$ cat src/rtl/uart_pkg.sv
// Shared constants, state encoding and character helpers for the UART
// console transmit and receive paths.
package uart_pkg;

    // 100 MHz system clock / 115200 baud
    localparam int CLK_DIV_DEFAULT = 868;

    // Response buffer geometry
    localparam int BUF_DEPTH = 6;
    localparam int IDX_W     = 3;
    localparam logic [IDX_W-1:0] RD_LINE_LEN  = 3'd3;
    localparam logic [IDX_W-1:0] ERR_LINE_LEN = 3'd6;

    // ASCII constants shared with the command decoder
    localparam logic [7:0] ASCII_LF   = 8'h0A;
    localparam logic [7:0] ASCII_0    = 8'h30;
    localparam logic [7:0] ASCII_A_LC = 8'h61;
    localparam logic [7:0] ASCII_E    = 8'h45;
    localparam logic [7:0] ASCII_R    = 8'h52;
    localparam logic [7:0] ASCII_O    = 8'h4F;

    typedef enum logic [1:0] {
        IDLE  = 2'd0,
        START = 2'd1,
        DATA  = 2'd2,
        STOP  = 2'd3
    } uart_state_e;

    // Lowercase hex digit, matching the command syntax accepted on receive
    function automatic logic [7:0] nib2ascii(input logic [3:0] nib);
        logic [7:0] res;
        if (nib < 4'd10) begin
            res = ASCII_0 + {4'h0, nib};
        end else begin
            res = ASCII_A_LC + {4'h0, nib - 4'd10};
        end
        return res;
    endfunction

endpackage

$ cat src/rtl/uart_baud_gen.sv
// Bit-period generator: counts 0..CLK_DIV-1 while enabled and emits a
// one-cycle tick at terminal count. Held at zero while disabled. The load
// input lets the receiver start mid-bit by preloading half a period.
module uart_baud_gen
    import uart_pkg::*;
#(
    parameter int CLK_DIV = CLK_DIV_DEFAULT,
    parameter int PRELOAD = 0
) (
    input  logic clk,
    input  logic rst,
    input  logic en,
    input  logic load,
    output logic tick
);

    localparam int CW = (CLK_DIV > 1) ? $clog2(CLK_DIV) : 1;
    localparam logic [CW-1:0] TERM = CW'(CLK_DIV - 1);
    localparam logic [CW-1:0] LOAD_VAL = CW'(PRELOAD);

    logic [CW-1:0] cnt_q;

    assign tick = en && (cnt_q == TERM);

    // Period counter: cleared when idle, wraps to zero on the tick
    always_ff @(posedge clk or posedge rst) begin
        if (rst) begin
            cnt_q <= '0;
        end else if (!en) begin
            cnt_q <= '0;
        end else if (load) begin
            cnt_q <= LOAD_VAL;
        end else if (tick) begin
            cnt_q <= '0;
        end else begin
            cnt_q <= cnt_q + 1'b1;
        end
    end

endmodule

$ cat src/rtl/uart_resp_tx.sv
// Response transmitter: formats a read byte as "hh\n" or the fixed
// "ERROR\n" line and sends it as back-to-back 8N1 frames.
//
//   state | meaning
//   IDLE  | line high, waiting for a request
//   START | start bit (0) for one bit period
//   DATA  | data bits, LSB first, one bit period each
//   STOP  | stop bit (1); then next char or back to IDLE with done
module uart_resp_tx
    import uart_pkg::*;
#(
    parameter int CLK_DIV = CLK_DIV_DEFAULT
) (
    input  logic       clk,
    input  logic       rst,
    input  logic       rd_vld,
    input  logic [7:0] rd_data,
    input  logic       err_vld,
    output logic       busy,
    output logic       done,
    output logic       tx
);

    uart_state_e      state_q, state_d;
    logic [IDX_W-1:0] idx_q, idx_d;
    logic [IDX_W-1:0] len_q;
    logic [2:0]       bit_q, bit_d;
    logic             done_q, done_d;
    logic             load;
    logic             tick;
    logic             tx_c;
    logic [7:0]       cur_char;
    logic [7:0]       buf_q [BUF_DEPTH];

    uart_baud_gen #(
        .CLK_DIV (CLK_DIV),
        .PRELOAD (0)
    ) u_baud (
        .clk  (clk),
        .rst  (rst),
        .en   (state_q != IDLE),
        .load (1'b0),
        .tick (tick)
    );

    assign busy = (state_q != IDLE);
    assign done = done_q;
    assign tx   = tx_c;

    // Character currently on the wire
    always_comb begin
        cur_char = buf_q[idx_q];
    end

    // Next-state, counter updates and line level
    always_comb begin
        state_d = state_q;
        idx_d   = idx_q;
        bit_d   = bit_q;
        done_d  = 1'b0;
        load    = 1'b0;
        tx_c    = 1'b1;
        case (state_q)
            IDLE: begin
                tx_c = 1'b1;
                if (rd_vld || err_vld) begin
                    load    = 1'b1;
                    idx_d   = '0;
                    bit_d   = '0;
                    state_d = START;
                end
            end
            START: begin
                tx_c = 1'b0;
                if (tick) begin
                    bit_d   = '0;
                    state_d = DATA;
                end
            end
            DATA: begin
                tx_c = cur_char[bit_q];
                if (tick) begin
                    if (bit_q == 3'd7) begin
                        state_d = STOP;
                    end else begin
                        bit_d = bit_q + 3'd1;
                    end
                end
            end
            STOP: begin
                tx_c = 1'b1;
                if (tick) begin
                    if (idx_q == len_q - 3'd1) begin
                        done_d  = 1'b1;
                        state_d = IDLE;
                    end else begin
                        idx_d   = idx_q + 3'd1;
                        state_d = START;
                    end
                end
            end
            default: begin
                state_d = IDLE;
            end
        endcase
    end

    // FSM state, char index, bit index and done pulse
    always_ff @(posedge clk or posedge rst) begin
        if (rst) begin
            state_q <= IDLE;
            idx_q   <= '0;
            bit_q   <= '0;
            done_q  <= 1'b0;
        end else begin
            state_q <= state_d;
            idx_q   <= idx_d;
            bit_q   <= bit_d;
            done_q  <= done_d;
        end
    end

    // Line buffer, loaded once at acceptance; error takes priority over read
    always_ff @(posedge clk or posedge rst) begin
        if (rst) begin
            for (int i = 0; i < BUF_DEPTH; i++) begin
                buf_q[i] <= '0;
            end
            len_q <= '0;
        end else if (load) begin
            if (err_vld) begin
                buf_q[0] <= ASCII_E;
                buf_q[1] <= ASCII_R;
                buf_q[2] <= ASCII_R;
                buf_q[3] <= ASCII_O;
                buf_q[4] <= ASCII_R;
                buf_q[5] <= ASCII_LF;
                len_q    <= ERR_LINE_LEN;
            end else begin
                buf_q[0] <= nib2ascii(rd_data[7:4]);
                buf_q[1] <= nib2ascii(rd_data[3:0]);
                buf_q[2] <= ASCII_LF;
                buf_q[3] <= '0;
                buf_q[4] <= '0;
                buf_q[5] <= '0;
                len_q    <= RD_LINE_LEN;
            end
        end
    end

endmodule

$ cat config.mk
export PLATFORM = sky130hd
export DESIGN_NAME = uart_resp_tx
export DESIGN_NICKNAME = d
export VERILOG_FILES = /design/src/rtl/uart_pkg.sv /design/src/rtl/uart_baud_gen.sv /design/src/rtl/uart_resp_tx.sv
export SDC_FILE = /design/constraint.sdc
export NUM_CORES = 1
export LEC_CHECK = 0
export ABC_CLOCK_PERIOD_IN_PS = 2750
export CAP_MARGIN = 40
export CORE_MARGIN = 1
export CORE_UTILIZATION = 59
export CTS_CLUSTER_SIZE = 40
export DETAILED_ROUTE_END_ITERATION = 16
export HOLD_SLACK_MARGIN = 0.03
export PLACE_DENSITY = 0.76
export SETUP_SLACK_MARGIN = 0.5
export SYNTH_ARGS = -nofsm -noshare
export SYNTH_HDL_FRONTEND = slang
export SYNTH_SLANG_ARGS = --single-unit
$ cat constraint.sdc
create_clock -name clk -period 2.75 [get_ports clk]
set_input_delay 0.6875 -clock clk [delete_from_list [all_inputs] [get_ports clk]]
set_output_delay 0.6875 -clock clk [all_outputs]
set_load 0.03 [all_outputs]
==> impl_metrics.tcl, run 1 <==
set metrics [dict create \
    gr-total-overflow 0 \
    syn-mean-instance-area_um2 9.71 \
    post_drt_via_cell_ratio 6.13 \
    setup.worst_path.end "tx" \
    async_flop_share_pct 100 \
    dr_total_vias 1814 \
    final_hold_viol_count 0 \
    timing.final.setup_violations 0 \
    layout-area-overhead-vs-synth_pct 18.9 \
    fin_worst_hold_slack_ns 0.484 \
    number_of_h_tree_levels 2 \
    number_of_enable_type_register_cells_in_the_synthesized_netlist 0 \
    leakagePower_nw 1.19 \
    fin_worst_skew_ns 0.00325 \
    global_route.usage.total_pct 27.1 \
    worstSetupStartpoint "idx_q[0]" \
    final_replace_weighted_congestion 0.847 \
    layout.nets 279 \
    ir_worst_vdd_mv 0.332 \
    syn-num-nets 255 \
    first_pass_grt_wire_length_um 8240 \
    worstSetupPathType "flip-flop to primary output" \
    synth_seq_area_share_pct 38.9 \
    power_per_standard_cell_area_nw_per_um2 368 \
    path_clk_slew_ns 0.07 \
    die_height_um 62.9 \
    drt-wirelength-per-cell_um 16.1 \
    synthCells 225 \
    maximum_number_of_pins_on_one_net_before_global_route_repair 35 \
    chip_width_um 62.9 \
    synthesis.area_um2 2180 \
    endpoint_kind "primary output" \
    drive_gt1_share_pct 16.0 \
    dieArea_um2 3950 \
    portBuffers 14 \
    drv.max_cap_violation_count 0 \
    ioPinCount 15 \
    synth_ff_type "sky130_fd_sc_hd__dfrtp_1" \
    normalized_max_slew_margin_pct 68.9 \
    r2r_cells 8 \
    worst_path_required_ns 2.06 \
    ctsRootBufferMaster "sky130_fd_sc_hd__clkbuf_8" \
    antenna_cells_inserted 0 \
    synthDistinctLibCells 48 \
    tritoncts "done" \
    grt_pass1_vias 1803 \
    min_period_over_period_pct 96.5 \
    drt_iter0_markers 108 \
    setup-tns-final_ns 0 \
    drtAntennaViolNets 0 \
    holdPathStages 2 \
    clock_insertion_delay_worst_skew_ns 0.29 \
    path_max_fanout 6 \
    number_of_antenna_violations_at_the_first_check_in_global_routing 0 \
    slew_viol_final 0 \
    post-route-min-period_ns 2.65 \
    numClockSinks 34 \
    rsz0062_at_grt "yes" \
    core_region_area_um2 3440 \
    ys_ff_latch 34 \
    report.power.total_uw 956 \
    max_clock_freq_ghz 0.377 \
    hpwlAfterDp_um 3510 \
    worstReg2RegStart "state_q[0]" \
    yosysWarnings 0 \
    status "complete, no violations" \
    setup.worst_path.start_class "flip-flop" \
    worst-endpoint-arrival_ns 1.97 \
    ff2ff_setup_slack_ns 0.58 \
    cts_buffer_depth 2 \
    rows 21 \
    cts_inserted_buffers 5 \
    detail_route.first_pass.iterations 4 \
    reg2reg_to "state_q[1]" \
    wl_um 4750 \
    ctsHoldBuffers 0 \
    remaining_drc_errors 0 \
    initial_utilization_pct 63.5 \
    worst_slew_pin_slew_ns 0.466 \
    min-delay-path-class "flip-flop to flip-flop" \
]
Yosys cell counts (5+ instances only):
library cell / number / area share (%)
sky130_fd_sc_hd__nor2_1: 18 / 3.1
sky130_fd_sc_hd__buf_2: 5 / 1.1
sky130_fd_sc_hd__inv_1: 17 / 2.9
sky130_fd_sc_hd__nand2_1: 19 / 3.3
sky130_fd_sc_hd__o21ai_0: 13 / 3.0
sky130_fd_sc_hd__a21oi_1: 5 / 1.1
sky130_fd_sc_hd__dfrtp_1: 34 / 39
sky130_fd_sc_hd__xor2_1: 9 / 3.6
sky130_fd_sc_hd__xnor2_1: 6 / 2.4
sky130_fd_sc_hd__nand3_1: 5 / 1.1
sky130_fd_sc_hd__ha_1: 18 / 10
sky130_fd_sc_hd__nor2b_1: 5 / 1.4
sky130_fd_sc_hd__clkbuf_1: 7 / 1.2
worst max-delay path, cell delays in order (launching register included):
cell and delay (ns):
sky130_fd_sc_hd__dfrtp_2 0.44, sky130_fd_sc_hd__mux4_2 0.51, sky130_fd_sc_hd__mux2_4 0.30, sky130_fd_sc_hd__o2111ai_4 0.20
sky130_fd_sc_hd__a221oi_4 0.09, sky130_fd_sc_hd__buf_6 0.15
what timing repair did:
item                       CTS  global route
pin swaps                    0             0
gates resized for setup     11             3
setup endpoints to repair    2            14
setup buffers                1             0
hold endpoints to repair     0             0
cells by family (layout without fill, tap and decap cells):
| logic type | Yosys count | in the layout | share of synthesized area [%] |
|---|---|---|---|
| flops | 34 | 34 | 38.9 |
| xor+xnor | 16 | 16 | 7.10 |
| buf+inv | 29 | 54 | 5.27 |
| fa+ha+maj | 18 | 18 | 10.3 |
| simple gates | 71 | 71 | 17.0 |
| compound gates | 50 | 50 | 16.3 |
| mux | 7 | 7 | 5.10 |
registers in the layout, summed over array words and instances (netlist names):
register and flops:
buf_q 13, idx_q 3, u_baud.cnt_q 10, state_q 2, len_q 2, done 1, bit_q 3
layer usage:
layer | vias to the layer above | track usage, % | routed length [µm]
met4 | 0 | 12.8 | 119
met1 | 896 | 32.5 | 2010
met3 | 13 | 6.93 | 206
met5 | - | 0 | 0
met2 | 50 | 45.4 | 2420
li1 | 855 | - | -
worst min-delay path by stage:
stage	from	end	slack [ns]
after global routing	buf_q[44]	buf_q[44]	0.51
after CTS	buf_q[44]	buf_q[44]	0.48
final	buf_q[44]	buf_q[44]	0.48
after global placement	buf_q[40]	buf_q[40]	0.47
after detailed placement	buf_q[44]	buf_q[44]	0.47
after floorplan	buf_q[41]	buf_q[41]	0.44
report_power, final:
group          switching [mW]  internal (mW)  total, mW
combinational          0.0396         0.0328     0.0724
sequential                  0          0.500      0.500
clock                   0.181          0.202      0.383
total                   0.221          0.735      0.956
layout make-up:
class,count,area (µm²)
multi-input combinational,162,1280
clock buffer,7,86.3
inverter,17,63.8
fill,253,845
tap,46,57.6
timing repair buffer,29,249
sequential,34,852
clock inverter,1,5.00
placed cells by master (no fill, tap or decap), types with 2 or more instances in the layout:
master / synthesis / final
sky130_fd_sc_hd__dfrtp_1: 34 / 33
sky130_fd_sc_hd__nand3_1: 5 / 5
sky130_fd_sc_hd__a32o_1: 2 / 2
sky130_fd_sc_hd__nor2_1: 18 / 18
sky130_fd_sc_hd__mux2_2: 3 / 2
sky130_fd_sc_hd__and4b_1: 2 / 2
sky130_fd_sc_hd__a31oi_1: 4 / 4
sky130_fd_sc_hd__o31ai_1: 3 / 3
sky130_fd_sc_hd__and3_1: 3 / 2
sky130_fd_sc_hd__a22o_1: 4 / 4
sky130_fd_sc_hd__xor2_1: 9 / 9
sky130_fd_sc_hd__ha_1: 18 / 17
sky130_fd_sc_hd__o21ai_0: 13 / 13
sky130_fd_sc_hd__o311a_1: 2 / 2
sky130_fd_sc_hd__a41o_1: 2 / 2
sky130_fd_sc_hd__mux4_2: 3 / 3
sky130_fd_sc_hd__o21ai_1: 2 / 2
sky130_fd_sc_hd__a21oi_1: 5 / 5
sky130_fd_sc_hd__clkdlybuf4s50_1: 0 / 12
sky130_fd_sc_hd__buf_4: 0 / 15
sky130_fd_sc_hd__nand4_1: 4 / 4
sky130_fd_sc_hd__xnor2_1: 6 / 6
sky130_fd_sc_hd__nor2b_1: 5 / 5
sky130_fd_sc_hd__nor3b_1: 4 / 3
sky130_fd_sc_hd__nand2_1: 19 / 19
sky130_fd_sc_hd__inv_1: 17 / 16
sky130_fd_sc_hd__nor3_1: 4 / 4
sky130_fd_sc_hd__clkbuf_8: 0 / 6
per-stage QoR:
stage,setup WS [ns],utilization (%),instances,area (µm²)
after floorplan,0.450,-,225,2240
after global placement,-0.0974,72.2,287,2480
after detailed placement,-0.162,72.2,287,2480
after CTS,0.0847,75.5,296,2600
after global routing,0.0216,75.5,296,2600
final,0.0964,75.5,296,2600
(Power assumes the default switching activity.)
==> inputs of run 2 (changes only) <==
Settings changed: CELL_PAD_IN_SITES_DETAIL_PLACEMENT from default to 1, CELL_PAD_IN_SITES_GLOBAL_PLACEMENT from default to 2, CORE_UTILIZATION 59 to 38.
==> impl_metrics.tcl, run 2 (synthesized netlist as in run 1, its figures left out) <==
set metrics [dict create \
    number_of_h_tree_levels 2 \
    path_clk_slew_ns 0.08 \
    top_register "buf_q" \
    critical_path_depth 5 \
    post-cts-setup-buffers 0 \
    chip_width_um 77.8 \
    first_pass_grt_wire_length_um 8980 \
    slowest_delay_ns 0.50 \
    remaining_drc_errors 0 \
    layout.cells.most_common_list "33 x sky130_fd_sc_hd__dfrtp_1, 19 x sky130_fd_sc_hd__nand2_1, 18 x sky130_fd_sc_hd__nor2_1" \
    critical_path.top_delay_family "multiplexers" \
    max_clock_freq_ghz 0.371 \
    global_route.usage.total_pct 19.4 \
    portBuffers 14 \
    post-route-min-period_ns 2.69 \
    r2r_cells 8 \
    layout.nets 279 \
    final_hold_viol_count 0 \
    dr_total_vias 1776 \
    drtAntennaViolNets 0 \
    dieArea_um2 6060 \
    final_replace_weighted_congestion 0.847 \
    cts_inserted_buffers 5 \
    min_period_over_period_pct 98.0 \
    path_max_fanout 5 \
    layout.filler_cells 632 \
    status "complete, no violations" \
    antenna_cells_inserted 0 \
    critical-path-slowest-cell "sky130_fd_sc_hd__mux4_2" \
    worst_slew_pin_slew_ns 0.460 \
    final_core_util_pct 47.5 \
    layout-area-overhead-vs-synth_pct 20.4 \
    grt_pass1_vias 1860 \
    cts_buffer_depth 2 \
    drt_iter0_markers 44 \
    leakagePower_nw 1.19 \
    setup.worst_path.start_class "flip-flop" \
    die_height_um 77.8 \
    post_drt_via_cell_ratio 5.52 \
    place_inst 314 \
    number_of_antenna_violations_at_the_first_check_in_global_routing 0 \
    wl_um 5230 \
    maximum_number_of_pins_on_one_net_before_global_route_repair 35 \
    normalized_max_slew_margin_pct 69.3 \
    ir_worst_vdd_mv 0.177 \
    gr-total-overflow 0 \
    rsz0062_at_grt "yes" \
    final_standard_cell_area_without_fillers_um2 2630 \
    drt-wirelength-per-cell_um 16.2 \
    worst_path_required_ns 2.06 \
    detail_route.first_pass.iterations 4 \
    ctsRootBufferMaster "sky130_fd_sc_hd__clkbuf_8" \
    timing.critical_path.buf_inv 1 \
    clock_insertion_delay_worst_skew_ns 0.29 \
    rows 27 \
    holdPathStages 2 \
    layoutNonFillerInstCount 322 \
    cells_traversed_along_the_worst_timing_path "mux4_2 > mux2_4 > o2111ai_4 > a221oi_4 > buf_6" \
    ioPinCount 15 \
    timing.final.setup_violations 0 \
    power_per_standard_cell_area_nw_per_um2 364 \
    slew_viol_final 0 \
    endpoint_kind "primary output" \
    top_regs "buf_q: 13 flops, u_baud.cnt_q: 10 flops" \
    tritoncts "done" \
    drv.max_cap_violation_count 0 \
    hpwlAfterDp_um 4030 \
    detailed_place.area_um2 2520 \
    numClockSinks 34 \
    fin_worst_skew_ns 0.0104 \
    report.power.total_uw 959 \
    flip_flop_count_of_the_largest_register_after_layout 13 \
    min-delay-path-class "flip-flop to flip-flop" \
    drive_gt1_share_pct 16.4 \
    core_region_area_um2 5540 \
    setup-tns-final_ns 0 \
    worstSetupPathType "flip-flop to primary output" \
    worst-endpoint-arrival_ns 2.01 \
    initial_utilization_pct 39.4 \
    final_common_cell "sky130_fd_sc_hd__dfrtp_1" \
]
[run 2: cell counts in the layout (fill, tap and decap cells not counted)]
Identical to the previous run, type by type.
[run 2: power by group]
part | internal (mW) | leakage [nW] | switching (mW) | total (mW)
Combinational | 0.0330 | 0.701 | 0.0412 | 0.0743
Clock | 0.202 | 0.0482 | 0.183 | 0.385
Sequential | 0.500 | 0.438 | 0 | 0.500
Total | 0.735 | 1.19 | 0.224 | 0.959
[run 2: path summary, 6_finish.rpt]
check                                 from               to  slack, ns
max in group asynchronous              rst         idx_q[0]       1.61
min in group asynchronous              rst  u_baud.cnt_q[0]       0.80
worst max-delay path              idx_q[0]               tx       0.06
worst min-delay path             buf_q[42]        buf_q[42]       0.48
worst min register to register   buf_q[42]        buf_q[42]       0.48
worst max register to register  state_q[0]         bit_q[0]       0.58
[run 2: area by class of cell]
class	instances	area, µm²	share of cell area (%)
clock buffer	7	86.3	3.28
inverter	17	63.8	2.43
clock inverter	1	5.00	0.190
multi-input combinational	162	1280	48.8
tap	72	90.1	3.42
timing repair buffer	29	249	9.46
sequential	34	852	32.4
[run 2: timing repair]
item | CTS | global route
gates resized for setup | 12 | 3
endpoints found under the setup margin | 3 | 3
pin swaps | 0 | 1
hold buffers | 0 | 0
cloned | 0 | 0
[run 2: metrics by stage]
| step | hold slack (ns) | worst slack, ns |
|---|---|---|
| 6_report | 0.485 | 0.0551 |
| 5_1_grt | 0.523 | -0.0217 |
| 4_1_cts | 0.486 | 0.0460 |
| 3_5_place_dp | 0.471 | -0.152 |
| 3_3_place_gp | 0.469 | -0.0732 |
| 2_1_floorplan | 0.439 | 0.450 |
[run 2: per-layer routing]
layer	global-route usage, %	wire length [µm]	vias to the layer above
met5	0	0	-
met1	23.7	2410	883
met3	4.71	148	18
met4	10.6	163	0
met2	31.3	2500	28
li1	-	-	847
[run 2: worst min-delay path: stages, from the launching register on]
cell                      delay [ns]
sky130_fd_sc_hd__dfrtp_1        0.34
sky130_fd_sc_hd__nand2_1        0.05
sky130_fd_sc_hd__o21ai_0        0.06
==> inputs of run 3 (changes only) <==
Settings changed: ABC_AREA from default to 1, CORE_UTILIZATION 38 to 35.
==> impl_metrics.tcl, run 3 <==
set metrics [dict create \
    status "complete, no violations" \
    normalized_max_slew_margin_pct 69.0 \
    tritoncts "done" \
    ioPinCount 15 \
    timing.final.setup_violations 0 \
    fin_worst_hold_slack_ns 0.472 \
    fin_worst_skew_ns 0.00813 \
    setup-tns-final_ns 0 \
    syn-mean-instance-area_um2 7.70 \
    core_region_area_um2 6060 \
    number_of_h_tree_levels 2 \
    detail_route.first_pass.iterations 4 \
    synth_largest_area_cell "sky130_fd_sc_hd__dfrtp_1" \
    rsz0062_at_grt "yes" \
    final_replace_weighted_congestion 0.748 \
    top_regs "buf_q: 13 flops, u_baud.cnt_q: 10 flops" \
    synth_ff_type "sky130_fd_sc_hd__dfrtp_1" \
    path_max_fanout 7 \
    grt_pass1_vias 1956 \
    post_drt_via_cell_ratio 4.89 \
    worst-endpoint-arrival_ns 1.85 \
    die_height_um 82.1 \
    maximum_number_of_pins_on_one_net_before_global_route_repair 35 \
    synthDistinctLibCells 37 \
    first_pass_grt_wire_length_um 9850 \
    critical-path-slowest-cell "sky130_fd_sc_hd__dfrtp_1" \
    number_of_antenna_violations_at_the_first_check_in_global_routing 0 \
    flip_flop_count_of_the_largest_register_after_layout 13 \
    initial_utilization_pct 37.1 \
    ctsRootBufferMaster "sky130_fd_sc_hd__clkbuf_8" \
    final_hold_viol_count 0 \
    timing.critical_path.buf_inv 3 \
    cts_inserted_buffers 5 \
    numClockSinks 34 \
    gr-total-overflow 0 \
    worstSetupPathType "flip-flop to primary output" \
    hpwlAfterDp_um 4190 \
    clock_insertion_delay_worst_skew_ns 0.29 \
    path_clk_slew_ns 0.07 \
    chip_width_um 82.1 \
    async_flop_share_pct 100 \
    top_register "buf_q" \
    cts_buffer_depth 2 \
    portBuffers 14 \
    synth_seq_area_share_pct 37.9 \
    most_common_cell_in_the_synthesized_netlist "sky130_fd_sc_hd__nand2_1" \
    ranking_of_synthesized_cells_by_area "sky130_fd_sc_hd__dfrtp_1 38%, sky130_fd_sc_hd__nand2_1 11%, sky130_fd_sc_hd__ha_1 10%, sky130_fd_sc_hd__inv_1 8.0%, sky130_fd_sc_hd__nor2_1 4.0%" \
    synthesis.area_um2 2250 \
    dieArea_um2 6740 \
    wl_um 5820 \
    dr_total_vias 1927 \
    antenna_cells_inserted 0 \
    syn-num-nets 322 \
    drt-wirelength-per-cell_um 14.8 \
    remaining_drc_errors 0 \
    layout.cells.most_common_list "57 x sky130_fd_sc_hd__nand2_1, 47 x sky130_fd_sc_hd__inv_1, 34 x sky130_fd_sc_hd__dfrtp_1" \
    min-delay-path-class "flip-flop to flip-flop" \
    ir_worst_vdd_mv 0.171 \
    layout-area-overhead-vs-synth_pct 21.0 \
    register_area_um2 851 \
    drv.max_cap_violation_count 0 \
    critPathMostFrequentCell "sky130_fd_sc_hd__nand2_1" \
    worst_slew_pin_slew_ns 0.466 \
    ys_ff_latch 34 \
    synth_common_cells "63 x sky130_fd_sc_hd__nand2_1, 48 x sky130_fd_sc_hd__inv_1, 34 x sky130_fd_sc_hd__dfrtp_1" \
    critical_path.top_delay_family "simple AND/OR/NAND/NOR gates" \
    endpoint_kind "primary output" \
    final_common_cell "sky130_fd_sc_hd__nand2_1" \
    slew_viol_final 0 \
    number_of_enable_type_register_cells_in_the_synthesized_netlist 0 \
    drt_iter0_markers 53 \
    yosysWarnings 0 \
    leakagePower_nw 1.29 \
    max_clock_freq_ghz 0.394 \
    min_period_over_period_pct 92.3 \
    ctsHoldBuffers 0 \
    post-route-min-period_ns 2.54 \
    global_route.usage.total_pct 19.7 \
    yosys.area.top_type_share_pct 37.9 \
    rows 28 \
    drive_gt1_share_pct 17.6 \
    layout.nets 348 \
    cells_traversed_along_the_worst_timing_path "buf_6 > buf_12 > nand2_1 > nand3_2 > nand3_2 > nand2_2 > nand2_2 > nand2_1 > nand2_1 > nand2_1 > a21oi_2 > buf_6" \
    synthCells 292 \
    slowest_delay_ns 0.42 \
    drtAntennaViolNets 0 \
    setup.worst_path.start_class "flip-flop" \
    power_per_standard_cell_area_nw_per_um2 378 \
    multi_input_comb_area_um2 1280 \
    worst_path_required_ns 2.06 \
    layout.filler_cells 770 \
]
-- run 3: area by class of cell --
cell class,count,area share [%]
clock inverters,1,0.184
clock buffers,7,3.18
well taps,75,3.45
inverters,52,7.27
multi-input cells,204,46.9
repair buffers,21,7.69
flip-flops and latches,34,31.3
-- run 3: power by group --
| group | switching [mW] | total, mW | internal [mW] |
|---|---|---|---|
| Sequential | 0.00882 | 0.525 | 0.516 |
| Combinational | 0.0611 | 0.107 | 0.0462 |
| Clock | 0.194 | 0.396 | 0.202 |
| Total | 0.263 | 1.03 | 0.764 |
-- run 3: routing by layer --
metal	up-vias	global-route usage (%)	wire, µm
met1	909	29.9	3230
met5	-	0	0
met4	0	6.32	61
li1	1002	-	-
met2	11	28.2	2440
met3	5	2.97	87
-- run 3: worst paths after layout --
path | slack (ns) | start | cells past startpoint | end
max in group asynchronous | 1.61 | rst | 3 | u_baud.cnt_q[2]
worst max register to register | 0.82 | state_q[0] | 9 | idx_q[1]
worst max-delay path | 0.21 | idx_q[0] | 12 | tx
min in group asynchronous | 0.81 | rst | 3 | buf_q[42]
worst min register to register | 0.47 | len_q[1] | 2 | len_q[1]
worst min-delay path | 0.47 | len_q[1] | 2 | len_q[1]
-- run 3: what timing repair did --
item                                    CTS  global route
gates cloned                              0             0
endpoints found under the setup margin    2             2
buffers inserted                          3             0
gates resized for setup                  14            15
pin swaps                                10            12
-- run 3: cell families (layout without fill, tap and decap cells) --
logic type / count (synthesis) / in the layout / share of synthesized area [%]
flip-flops: 34 / 34 / 37.9
adder cells (fa/ha/maj): 18 / 18 / 10.0
XOR/XNOR: 7 / 7 / 2.73
buffers and inverters: 54 / 81 / 9.24
AO/OA/AOI/OAI: 48 / 48 / 13.1
AND/OR/NAND/NOR: 131 / 131 / 27.0
-- run 3: through the flow --
step                      power (mW)  util, %  std cells  cell area, µm²  worst slack, ns
final                           1.03     44.9        394            2720            0.212
after global routing            1.09     44.9        394            2720           0.0765
after global placement         0.635     41.3        383            2500            0.479
after detailed placement       0.635     41.3        383            2500            0.430
after floorplan                0.594        -        292            2250            0.529
after CTS                       1.04     44.1        394            2670            0.233
-- run 3: tightest hold or removal path, stage by stage (launching register included) --
cell and delay [ns]:
sky130_fd_sc_hd__dfrtp_1 0.32, sky130_fd_sc_hd__inv_1 0.06, sky130_fd_sc_hd__nand2_1 0.06
